**src/rtl/dp_pkg.sv**
```systemverilog
// Shared definitions for the multicycle datapath: opcode and ALU function
// codes, the control FSM state type and an opcode-legality helper.
package dp_pkg;

   localparam logic [3:0] OP_RTYPE = 4'd0;
   localparam logic [3:0] OP_ADDI  = 4'd1;
   localparam logic [3:0] OP_LW    = 4'd2;
   localparam logic [3:0] OP_SW    = 4'd3;
   localparam logic [3:0] OP_BEQ   = 4'd4;
   localparam logic [3:0] OP_HALT  = 4'd15;

   localparam logic [1:0] FN_ADD = 2'd0;
   localparam logic [1:0] FN_SUB = 2'd1;
   localparam logic [1:0] FN_AND = 2'd2;
   localparam logic [1:0] FN_OR  = 2'd3;

   typedef enum logic [2:0] {FETCH, DECODE, EXEC, MEM, WB, HALT} state_t;

   function automatic logic op_defined(input logic [3:0] op);
      return op inside {OP_RTYPE, OP_ADDI, OP_LW, OP_SW, OP_BEQ, OP_HALT};
   endfunction

endpackage

```
**src/rtl/dp_alu.sv**
```systemverilog
// Combinational ALU: add/sub/and/or with zero flag and two's-complement
// overflow detection for add and sub.
module dp_alu
   import dp_pkg::*;
#(
   parameter int DATA_W = 16
) (
   input  logic [DATA_W-1:0] a,
   input  logic [DATA_W-1:0] b,
   input  logic [1:0]        funct,
   output logic [DATA_W-1:0] y,
   output logic              zero,
   output logic              ovf
);

   always_comb begin
      y   = a + b;
      ovf = 1'b0;
      case (funct)
         FN_ADD: ovf = (a[DATA_W-1] == b[DATA_W-1]) && (y[DATA_W-1] != a[DATA_W-1]);
         FN_SUB: begin
            y   = a - b;
            ovf = (a[DATA_W-1] != b[DATA_W-1]) && (y[DATA_W-1] != a[DATA_W-1]);
         end
         FN_AND:  y = a & b;
         default: y = a | b;
      endcase
   end

   assign zero = (y == '0);

endmodule

```
**src/rtl/multicycle_datapath.sv**
```systemverilog
// Multicycle 16-bit-instruction core: FETCH/DECODE/EXEC/MEM/WB/HALT control over
// a 4-entry register file. Define DATAPATH_OVF_TRAP_EN to halt on signed overflow.
module multicycle_datapath
   import dp_pkg::*;
#(
   parameter int          DATA_W   = 16,
   parameter int          NREG     = 4,
   parameter logic [15:0] PC_RESET = 16'd10,
   parameter int          CNT_W    = 16
) (
   input  logic              Clock,
   input  logic              Reset,
   output logic              mem_req,
   output logic              mem_we,
   output logic [15:0]       mem_addr,
   output logic [DATA_W-1:0] mem_wdata,
   input  logic [DATA_W-1:0] mem_rdata,
   input  logic              mem_ack,
   output logic [15:0]       pc,
   output logic              halted,
   output logic              illegal,
   output logic              retire,
   output logic [CNT_W-1:0]  retired_cnt
);

`ifdef DATAPATH_OVF_TRAP_EN
   localparam bit TRAP_EN = 1'b1;
`else
   localparam bit TRAP_EN = 1'b0;
`endif

   state_t            state_q, state_d;
   logic [15:0]       pc_q, pc_d, ir_q;
   logic [DATA_W-1:0] a_q, b_q, res_q;
   logic [DATA_W-1:0] regs [NREG];
   logic [CNT_W-1:0]  cnt_q;
   logic              illegal_q;

   logic              ir_ld, op_ld, res_ld, rdata_ld, rf_we, ill_set;
   logic [DATA_W-1:0] alu_b, alu_y;
   logic [1:0]        alu_fn;
   logic              alu_zero, alu_ovf, trap;

   logic [3:0]        opcode;
   logic [1:0]        rs, rt, rd, funct, dest;
   logic [DATA_W-1:0] imm_ext;
   logic [15:0]       br_off;

   assign opcode  = ir_q[15:12];
   assign rs      = ir_q[11:10];
   assign rt      = ir_q[9:8];
   assign rd      = ir_q[7:6];
   assign funct   = ir_q[1:0];
   assign imm_ext = {{(DATA_W-8){ir_q[7]}}, ir_q[7:0]};
   assign br_off  = {{7{ir_q[7]}}, ir_q[7:0], 1'b0};
   assign dest    = (opcode == OP_RTYPE) ? rd : rt;

   // BEQ compares by subtraction; loads, stores and ADDI add the immediate.
   always_comb begin
      alu_b  = b_q;
      alu_fn = FN_ADD;
      if (opcode == OP_RTYPE)   alu_fn = funct;
      else if (opcode == OP_BEQ) alu_fn = FN_SUB;
      else                       alu_b  = imm_ext;
   end

   dp_alu #(.DATA_W(DATA_W)) u_alu (
      .a     (a_q),
      .b     (alu_b),
      .funct (alu_fn),
      .y     (alu_y),
      .zero  (alu_zero),
      .ovf   (alu_ovf)
   );

   assign trap = TRAP_EN && alu_ovf &&
                 (((opcode == OP_RTYPE) && (funct == FN_ADD || funct == FN_SUB)) ||
                  (opcode == OP_ADDI));

   always_ff @(posedge Clock) begin
      if (Reset) state_q <= FETCH;
      else       state_q <= state_d;
   end

   always_comb begin
      // NOTE: every signal written here gets a default first, so no path leaves one unassigned and infers a latch.
      state_d  = state_q;
      pc_d     = pc_q;
      mem_req  = 1'b0;
      mem_we   = 1'b0;
      mem_addr = pc_q;
      retire   = 1'b0;
      ir_ld    = 1'b0;
      op_ld    = 1'b0;
      res_ld   = 1'b0;
      rdata_ld = 1'b0;
      rf_we    = 1'b0;
      ill_set  = 1'b0;
      case (state_q)
         FETCH: begin
            mem_req = 1'b1;
            if (mem_ack) begin
               ir_ld   = 1'b1;
               pc_d    = pc_q + 16'd2;
               state_d = DECODE;
            end
         end
         DECODE: begin
            op_ld = 1'b1;
            if (!op_defined(opcode)) begin
               ill_set = 1'b1;
               state_d = HALT;
            end else if (opcode == OP_HALT) state_d = HALT;
            else                            state_d = EXEC;
         end
         EXEC: begin
            case (opcode)
               OP_RTYPE, OP_ADDI: begin
                  if (trap) state_d = HALT;
                  else begin
                     res_ld  = 1'b1;
                     state_d = WB;
                  end
               end
               OP_LW, OP_SW: begin
                  res_ld  = 1'b1;
                  state_d = MEM;
               end
               default: begin  // only BEQ reaches EXEC with any other opcode
                  retire  = 1'b1;
                  state_d = FETCH;
                  if (alu_zero) pc_d = pc_q + br_off;
               end
            endcase
         end
         MEM: begin
            mem_req  = 1'b1;
            mem_we   = (opcode == OP_SW);
            mem_addr = res_q[15:0];
            if (mem_ack) begin
               if (opcode == OP_SW) begin
                  retire  = 1'b1;
                  state_d = FETCH;
               end else begin
                  rdata_ld = 1'b1;
                  state_d  = WB;
               end
            end
         end
         WB: begin
            rf_we   = 1'b1;
            retire  = 1'b1;
            state_d = FETCH;
         end
         default: ;
      endcase
      if (Reset) begin
         mem_req = 1'b0;
         retire  = 1'b0;
      end
   end

   always_ff @(posedge Clock) begin
      if (Reset) begin
         pc_q      <= PC_RESET;
         ir_q      <= '0;
         a_q       <= '0;
         b_q       <= '0;
         res_q     <= '0;
         cnt_q     <= '0;
         illegal_q <= 1'b0;
         // NOTE: the register file is reset explicitly because programs rely on r0-r3 starting at zero.
         for (int i = 0; i < NREG; i++) regs[i] <= '0;
      end else begin
         // NOTE: non-blocking assignments so every register samples the pre-edge values.
         pc_q <= pc_d;
         if (ir_ld) ir_q <= mem_rdata[15:0];
         if (op_ld) begin
            a_q <= regs[rs];
            b_q <= regs[rt];
         end
         if (res_ld)   res_q <= alu_y;
         if (rdata_ld) res_q <= mem_rdata;
         if (rf_we)    regs[dest] <= res_q;
         if (retire)   cnt_q <= cnt_q + CNT_W'(1);
         if (ill_set)  illegal_q <= 1'b1;
      end
   end

   assign pc          = pc_q;
   assign mem_wdata   = b_q;
   assign halted      = (state_q == HALT) && !Reset;
   assign illegal     = illegal_q;
   assign retired_cnt = cnt_q;

endmodule

```
**config.mk**
```make
export PLATFORM = sky130hd
export DESIGN_NAME = multicycle_datapath
export DESIGN_NICKNAME = d
export VERILOG_FILES = /design/src/rtl/dp_pkg.sv /design/src/rtl/dp_alu.sv /design/src/rtl/multicycle_datapath.sv
export SDC_FILE = /design/constraint.sdc
export NUM_CORES = 1
export LEC_CHECK = 0
export BUFFER_PORTS_ARGS = -buffer_cell sky130_fd_sc_hd__buf_4
export CORE_MARGIN = 3
export CORE_UTILIZATION = 45
export CTS_BUF_LIST = sky130_fd_sc_hd__clkbuf_16
export CTS_CLUSTER_SIZE = 40
export DETAILED_ROUTE_END_ITERATION = 10
export PLACE_DENSITY_LB_ADDON = 0.15
export SYNTH_ARGS = -nofsm -noshare
export SYNTH_HDL_FRONTEND = slang
export SYNTH_SLANG_ARGS = --single-unit
```
**constraint.sdc**
```tcl
create_clock -name Clock -period 7.2 [get_ports Clock]
set_input_delay 0.72 -clock Clock [delete_from_list [all_inputs] [get_ports Clock]]
set_output_delay 0.72 -clock Clock [all_outputs]
set_load 0.01 [all_outputs]
```
-- Word-level counts from Yosys, hierarchy flattened
Memory sizes are Yosys's and may differ from the RTL's. A register that Yosys moved wholly into a read port is not among the register bits.
Cells that the tools add are included.
- register bits after elaboration: 68
- bits in writable memories: 64
- input bits: 19
- output and inout bits: 69
- memories: 1
- memory list (name ; depth ; width ; read ports ; clocked after Yosys merged registers in ; write ports ; line ; text):
    regs ; 4 ; 16 ; 2 ; 2 ; 4 ; multicycle_datapath.sv:35 ; logic [DATA_W-1:0] regs [NREG];
- add/subtract/negate cells: 5
- eq/ne operators: 16
- muxes and demuxes: 47
- bitwise gates (word level): 2
- reductions and logical operators: 17
- operator list (operator ; count):
    2-to-1 mux 16 bit ; 9
    one-hot mux 16 bit (3 select lines) ; 1
    adder 16 bit ; 2
    one-hot mux 16 bit (2 select lines) ; 1
    2-to-1 mux 1 bit ; 25
    adder 16 x 1 -> 16 bit (second input constant) ; 1
    adder 16 x 2 -> 16 bit (second input constant) ; 1
    AND 16 bit ; 1
    zero test 16 bit ; 1
    OR 16 bit ; 1
    OR reduction 16 bit ; 1
    subtractor 16 bit ; 1
    2-to-1 mux 3 bit ; 5
    one-hot mux 3 bit (5 select lines) ; 1
    == test 4 x 2 -> 1 bit (second input constant) ; 2
    inequality test 2 bit (second input constant) ; 4
    == test 3 x 2 -> 1 bit (second input constant) ; 2
    == test 3 bit (second input constant) ; 2
    2-to-1 mux 2 bit ; 3
    one-hot mux 3 bit (2 select lines) ; 1
    nonzero test 6 bit ; 1
    OR reduction 2 bit ; 3
    nonzero test 5 bit ; 1
    == test 4 x 1 -> 1 bit (second input constant) ; 1
    15 further kinds ; 16

-- Longest topological paths before layout
Gate-level depths: netlist of the first run.
- depth after elaboration: 9
- depth in mapped cells: 20

-- Modules after synthesis
A second synthesis of the first run with hierarchy kept.
- cells, all modules: 1176
- area total of the unflattened synthesis: 10461.3 µm²
- modules (own cells, without submodules) (module ; times used ; cells an instance ; area an instance (µm²) ; sequential area each (µm²)):
    multicycle_datapath ; 1 ; 847 ; 8151.6 ; 3903.7
    dp_alu ; 1 ; 329 ; 2309.7 ; 0.0

-- Worst setup path after synthesis of the first run
No wires, ideal clock.
- path kind: register to register
- from: register ir_q[15]
- to: register pc_q[13], in the netlist pc[13]
- arrival: 4.467 ns
- required time: 7.099 ns
- setup slack: 2.632 ns
- cell stages (with the launch flop): 21
- buffers on the path: 5
- period minus slack after synthesis: 4.568 ns
- cell sequence: dfxtp_1 -> buf_4 -> nor3_2 -> clkbuf_1 -> buf_1 -> clkbuf_1 -> nor2_1 -> nor3_1 -> xnor2_1 -> ha_1 -> o21ai_0 -> a21oi_1 -> o41ai_1 -> xor2_1 -> a21oi_1 -> nor3b_1 -> nand4_1 -> a2111oi_4 -> buf_6 -> o211ai_1 -> o41ai_1
- word-level cells in the longest chain between the ends: 8
- ends and longest elaborated chain (item ; line ; text):
    from (decl) ; multicycle_datapath.sv:33 ; logic [15:0] pc_q, pc_d, ir_q;
    from (signal assigned) ; multicycle_datapath.sv:177 ; if (ir_ld) ir_q <= mem_rdata[15:0];
    == test 4 x 3 -> 1 bit ; multicycle_datapath.sv:63 ; else if (opcode == OP_BEQ) alu_fn = FN_SUB;
    2-to-1 mux 16 bit or 2-to-1 mux 1 bit (tied branches) ; multicycle_datapath.sv:63 ;
    2-to-1 mux 16 bit or 2-to-1 mux 2 bit (tied branches) ; multicycle_datapath.sv:62 ; if (opcode == OP_RTYPE) alu_fn = funct;
    subtractor 16 bit, or another cell as far along ; dp_alu.sv:22 ; y = a - b;
    one-hot mux 16 bit (3 select lines) ; dp_alu.sv:19 ; case (funct)
    zero test 16 bit ; dp_alu.sv:30 ; assign zero = (y == '0);
    inequality test 2 bit (no line) ; -- ;
    AND reduction 4 bit (no line) (*) ; -- ;
    to (signal assigned) ; multicycle_datapath.sv:176 ; pc_q <= pc_d;
    to (decl) ; multicycle_datapath.sv:33 ;
Mark *: on every way between the ends. The rest lies on a longest branch, timed or not.
A chain may end at the register's enable or synchronous reset.

-- Worst setup path in the final report of the first run
- from: register ir_q[0]
- to: register pc_q[11], in the netlist pc[11]
- word-level cells in the longest chain between the ends: 7
- ends and longest elaborated chain (item ; line):
    2-to-1 mux 16 bit ; multicycle_datapath.sv:63
    2-to-1 mux 16 bit ; multicycle_datapath.sv:62
    subtractor 16 bit, or another cell as far along ; dp_alu.sv:22
    one-hot mux 16 bit (3 select lines) ; dp_alu.sv:19
    zero test 16 bit ; dp_alu.sv:30
    inequality test 2 bit (no line) ; --
    AND reduction 4 bit (no line) ; --
Parallel ways exist; a longest one is shown, timed or not. The select of a mux whose other input is x is not followed.

==> results of run 1 <==
-- synth_stat cells (all sizes together), types with 12 or more instances --
cell	n
nand2	181
a21oi	100
dfxtp	99
nor2	82
and2	73
edfxtp	64
clkbuf	57
o21ai	43
ha	32
mux4	32
inv	25
nor3	25
xor2	22
xnor2	20
buf	14
a211oi	12
maj3	12
o211ai	12
-- worst min-delay path: stages, from the launching register on --
cell	delay, ns
dfxtp_1	0.31
nand2_1	0.05
a21oi_1	0.05
-- registers in the layout, summed over array words and instances, names as in the netlist --
name	flops
mem_wdata	16
illegal	1
a_q	16
res_q	16
state_q	3
regs	64
ir_q	16
pc	15
retired_cnt	16
-- metal layers --
metal	global-route usage, %	vias to the layer above	wire, microns
met5	0	-	0
li1	-	4002	-
met1	37.1	4049	14000
met3	4.11	37	1770
met4	7.65	0	677
met2	35.7	293	12900
-- final cells by class --
cell class              count  area (sq um)  area share (%)
well taps                 275           344            3.09
clock buffers              17           425            3.82
inverters                  25          93.8           0.842
repair buffers             99           743            6.67
flip-flops and latches    163          3900            35.0
clock inverters            15           108           0.965
multi-input cells         826          5530            49.6
-- per-stage QoR --
| step | hold slack, ns | std cells | worst slack (ns) | power (W) | area, sq um |
|---|---|---|---|---|---|
| floorplan | 0.453 | 1085 | 2.63 | 0.00180 | 9810 |
| global placement | 0.449 | 1388 | 2.37 | 0.00207 | 10600 |
| detailed placement | 0.454 | 1388 | 2.22 | 0.00208 | 10600 |
| CTS | 0.464 | 1420 | 2.20 | 0.00292 | 11100 |
| global route | 0.498 | 1420 | 1.60 | 0.00307 | 11100 |
| finish | 0.460 | 1420 | 2.11 | 0.00292 | 11100 |
-- worst max path at each step --
stage,from,to,slack (ns),depth (start not counted)
6_report,ir_q[0]$_SDFFE_PP0P_,pc[11]$_SDFFE_PP0P_,2.11,16
2_1_floorplan,ir_q[15]$_SDFFE_PP0P_,pc[13]$_SDFFE_PP0P_,2.63,20
4_1_cts,ir_q[0]$_SDFFE_PP0P_,pc[11]$_SDFFE_PP0P_,2.20,16
5_1_grt,ir_q[0]$_SDFFE_PP0P_,pc[2]$_SDFFE_PP0P_,1.60,17
3_3_place_gp,ir_q[0]$_SDFFE_PP0P_,pc[2]$_SDFFE_PP0P_,2.37,16
3_5_place_dp,ir_q[0]$_SDFFE_PP0P_,pc[11]$_SDFFE_PP0P_,2.22,16
-- cells by family (layout without fill, tap and decap cells) --
family | count (synthesis) | in the layout | share of synthesized area [%]
adder cells (fa/ha/maj) | 46 | 46 | 5.72
flip-flops | 163 | 163 | 39.8
other | 1 | 1 | 0.0382
buffers and inverters | 96 | 156 | 3.97
AND/OR/NAND/NOR | 445 | 445 | 22.1
AO/OA/AOI/OAI | 249 | 249 | 16.1
XOR/XNOR | 42 | 42 | 3.75
multiplexers | 43 | 43 | 8.50
-- report_power, final --
part	internal (W)	total, W	leakage, nW	switching (W)
clock	0.000444	0.000845	0.267	0.000401
sequential	0.00101	0.00111	1.46	0.0000965
combinational	0.000388	0.000972	2.58	0.000584
total	0.00184	0.00292	4.31	0.00108
==> impl_metrics.env, run 1 <==
export IMPL_synth_ff_type="dfxtp_1"
export IMPL_max_freq_ghz=0.197
export IMPL_clock_skew_ns=0.00958
export IMPL_whs_path_depth=2
export IMPL_setup_viol=0
export IMPL_core_area_sq_um=21200
export IMPL_dieArea_sq_um=23600
export IMPL_start_util_pct=46.2
export IMPL_synth_area_top_cells="dfxtp_1, edfxtp_1, mux4_2, nand2_1, a21oi_1"
export IMPL_post_cts_resized=0
export IMPL_slew_viol_final=0
export IMPL_vdd_drop_max_uv=126
export IMPL_clock_sink_count=163
export IMPL_hold_buffers=0
export IMPL_rsz0062_at_grt="false"
export IMPL_finalSetupTns_ns=0
export IMPL_critPathMaxStageDelay_ns=0.81
export IMPL_status="complete, no violations"
export IMPL_fin_crit_sh_pct=70.6
export IMPL_syn_area_per_cell_sq_um=9.04
export IMPL_antenna_found_initial=0
export IMPL_ys_async_sr_fraction_pct=0
export IMPL_rows=53
export IMPL_drive_above_1_share_pct=15.9
export IMPL_drc=0
export IMPL_synth_top_area_cell="dfxtp_1"
export IMPL_p_leak_nw=4.31
export IMPL_synth_cell_area_sq_um=9810
export IMPL_ys_warn_count=0
export IMPL_reg2reg_setup_slack_ns=2.11
export IMPL_tightestPinTransition_ns=1.25
export IMPL_cts_inserted_buffers=17
export IMPL_htreeDepth=4
export IMPL_ys_ff_latch=163
export IMPL_port_buffers=86
export IMPL_drt_first_pass_iters=7
export IMPL_drtIter0Drc=734
export IMPL_clk_pin_slew_ns=0.07
export IMPL_ioPinCount=88
export IMPL_cts_setup_buffers=0
export IMPL_yosys_area_top_type_share_pct=20.2
export IMPL_synth_nets=1138
export IMPL_critPathArrivalTime_ns=5.44
export IMPL_grt_pass1_wl_microns=45500
export IMPL_min_period_ns=5.09
export IMPL_cellPowerDensity_nw_per_um2=262
export IMPL_reg2reg_from="ir_q[0]$_SDFFE_PP0P_"
export IMPL_cts_tree="built"
export IMPL_viasPerCell=5.90
export IMPL_grt_overflow=0
export IMPL_ant_nets=0
export IMPL_holdCritPathClass="reg2reg"
export IMPL_critPathBufInv=1
export IMPL_drt_wl_total_microns=29400
export IMPL_synthCells=1085
export IMPL_relSlewSlack_pct=16.6
export IMPL_wl_per_cell_microns=20.7
export IMPL_area_delta_synth_final_pct=13.7
export IMPL_worstRegToRegCells=16
export IMPL_min_to="ir_q[10]$_SDFFE_PP0P_"
export IMPL_cp_common_cell="o21ai_0"
export IMPL_hold_viol=0
export IMPL_ys_types=70
export IMPL_track_usage_pct=24.5
export IMPL_nets=1185
export IMPL_n_antenna_cell=0
export IMPL_gp_congestion=0.901
export IMPL_post_route_util_pct=52.5
export IMPL_clock_tree_buffer_depth=2
export IMPL_ys_seq_area_share_pct=39.8
export IMPL_final_common_cell="nand2_1"
export IMPL_cpMaxStageDelayCell="o21ai_0"
export IMPL_synth_edf_count=64
export IMPL_grt_pass1_vias=7682
export IMPL_grt_max_degree=64
export IMPL_nFillCells=1988
export IMPL_crit_chain="nor2b_1, o21ai_0, nand2_1, nor3_1, a21oi_1, ha_1, and3_1, a211oi_1, o21a_1, o21ai_0, xnor2_1, o21ai_0, a2111oi_4, buf_4, nor2_4, mux2i_1"
export IMPL_crit_type="reg2reg"
export IMPL_r2r_end="pc[11]$_SDFFE_PP0P_"
export IMPL_fp_dieH_microns=154
export IMPL_clock_latency_ns=0.43
export IMPL_required_ns=7.56
export IMPL_cp_max_fo=22
export IMPL_min_delay_start="ir_q[10]$_SDFFE_PP0P_"
export IMPL_via_count=8381
export IMPL_cts_root_buf="clkbuf_16"
export IMPL_cp_top_family="compound AO/OA/AOI/OAI gates"
export IMPL_dp_hpwl_microns=20900
export IMPL_drv_cap=0
export IMPL_final_cell_mix="nand2_1, a21oi_1, dfxtp_1, buf_4, nor2_1"
export IMPL_end_kind="register"
export IMPL_die_w_microns=154
export IMPL_crit_path_start_kind="register"
(Power assumes the default switching activity.)
==> inputs of run 2 (changes only) <==
==> constraint.sdc (replaced) <==
create_clock -name Clock -period 4.7 [get_ports Clock]
set_input_delay 0.47 -clock Clock [delete_from_list [all_inputs] [get_ports Clock]]
set_output_delay 0.47 -clock Clock [all_outputs]
set_load 0.01 [all_outputs]
==> run 2 against run 1 <==
Maximum frequency increased by 13%. Via count grew 1.2%. Hold slack got worse by 0.17 ns. Critical path depth is 4 higher. Sequential share of layout area down 1.4 points. Critical endpoint is now pc[2]$_SDFFE_PP0P_. Largest cell class unchanged. Highest routed layer unchanged.
==> impl_metrics.env, run 2 (synthesized netlist as in run 1, its figures left out) <==
export IMPL_final_common_cell="nand2_1"
export IMPL_grt_pass1_vias=7843
export IMPL_tightestPinTransition_ns=0.912
export IMPL_clock_tree_buffer_depth=2
export IMPL_cts_inserted_buffers=17
export IMPL_drv_cap=0
export IMPL_multi_input_comb_area_sq_um=5630
export IMPL_cts_root_buf="clkbuf_16"
export IMPL_ant_nets=0
export IMPL_hold_buffers=0
export IMPL_grt_max_degree=62
export IMPL_whs_path_depth=3
export IMPL_relSlewSlack_pct=39.1
export IMPL_via_count=8479
export IMPL_min_delay_start="mem_rdata[8]"
export IMPL_totalPowerFinal_w=0.00484
export IMPL_largest_register="regs"
export IMPL_hold_viol=0
export IMPL_p_leak_nw=4.54
export IMPL_status="complete, no violations"
export IMPL_drt_wl_total_microns=29700
export IMPL_slew_viol_final=0
export IMPL_fp_dieH_microns=154
export IMPL_cts_tree="built"
export IMPL_critPathArrivalTime_ns=4.82
export IMPL_vdd_drop_max_uv=291
export IMPL_nFillCells=1957
export IMPL_fin_crit_sh_pct=95.7
export IMPL_clk_pin_slew_ns=0.07
export IMPL_end_kind="register"
export IMPL_nets=1213
export IMPL_gp_congestion=0.935
export IMPL_clock_latency_ns=0.43
export IMPL_grt_overflow=0
export IMPL_die_w_microns=154
export IMPL_worstRegToRegCells=20
export IMPL_wl_per_cell_microns=20.5
export IMPL_stdcell_area_sq_um=11600
export IMPL_start_util_pct=46.2
export IMPL_cp_max_fo=10
export IMPL_track_usage_pct=24.6
export IMPL_drtIter0Drc=918
export IMPL_reg2reg_setup_slack_ns=0.20
export IMPL_n_antenna_cell=0
export IMPL_clock_sink_count=163
export IMPL_setup_viol=0
export IMPL_final_cell_mix="nand2_1, buf_4, a21oi_1"
export IMPL_cellPowerDensity_nw_per_um2=417
export IMPL_ioPinCount=88
export IMPL_timing_hold_ws_ns=0.288
export IMPL_area_delta_synth_final_pct=18.3
export IMPL_antenna_found_initial=0
export IMPL_register_area_sq_um=3910
export IMPL_finalSetupTns_ns=0
export IMPL_clock_skew_ns=0.00983
export IMPL_holdCritPathClass="in2reg"
export IMPL_startpoint="ir_q[15]$_SDFFE_PP0P_"
export IMPL_post_dp_cell_area_sq_um=10700
export IMPL_viasPerCell=5.86
export IMPL_max_freq_ghz=0.222
export IMPL_drt_first_pass_iters=5
export IMPL_min_period_ns=4.50
export IMPL_drc=0
export IMPL_dieArea_sq_um=23600
export IMPL_reg2reg_from="ir_q[15]$_SDFFE_PP0P_"
export IMPL_required_ns=5.03
export IMPL_crit_type="reg2reg"
export IMPL_htreeDepth=4
export IMPL_port_buffers=86
export IMPL_crit_path_start_kind="register"
export IMPL_grt_pass1_wl_microns=45500
export IMPL_rows=53
export IMPL_drive_above_1_share_pct=19.8
export IMPL_largest_reg_flops=64
export IMPL_dp_hpwl_microns=20900
export IMPL_core_area_sq_um=21200
==> run 2: area by class of cell <==
cell class,instances,area share [%]
timing repair buffer,127,8.52
inverter,25,0.809
multi-input combinational,826,48.5
sequential,163,33.7
clock inverter,15,1.88
tap,275,2.97
clock buffer,17,3.67
==> run 2: per-layer routing <==
| metal | global-route usage [%] | part of all wire, % |
|---|---|---|
| met5 | 0 | 0 |
| met3 | 4.28 | 6.6 |
| met2 | 38.0 | 46 |
| met1 | 36.3 | 46 |
| met4 | 5.38 | 1.6 |
==> run 2: through the flow <==
stage,setup WS [ns],instances,utilization (%)
floorplan,0.132,1085,-
global placement,0.183,1405,50.6
detailed placement,0.0293,1405,50.6
CTS,0.0738,1437,53.7
global route,-0.0168,1448,54.7
finish,0.200,1448,54.7
==> run 2: timing repair <==
action                     CTS  global route
setup endpoints to repair    2            15
resized for setup            1            30
pin swaps                    0            10
gates cloned                 0             2
buffers inserted             0             9
==> run 2: path summary, 6_finish.rpt <==
path,endpoint
min,ir_q[8]$_SDFFE_PP0P_
max reg2reg,pc[2]$_SDFFE_PP0P_
max,pc[2]$_SDFFE_PP0P_
min reg2reg,a_q[14]$_SDFFE_PP0P_
==> run 2: worst max-delay path: stages (launching register included) <==
cell and delay (ns):
dfxtp_1 0.34, buf_4 0.18, or3_4 0.40, nor4_4 0.20, o21bai_4 0.12, or4_1 0.49, a21oi_1 0.16, o221ai_1 0.17
ha_2 0.25, or3_1 0.39, o22ai_2 0.13, a21o_1 0.10, a211oi_1 0.06, buf_4 0.15, nor2b_1 0.11, nand4_1 0.17
a2111oi_4 0.34, buf_4 0.19, buf_6 0.17, o21ai_0 0.10, o311a_1 0.14
==> run 2: report_power, final <==
part / switching (W) / internal [W] / total [W]
combinational: 0.000943 / 0.000699 / 0.00164
clock: 0.000649 / 0.000864 / 0.00151
sequential: 0.000134 / 0.00155 / 0.00168
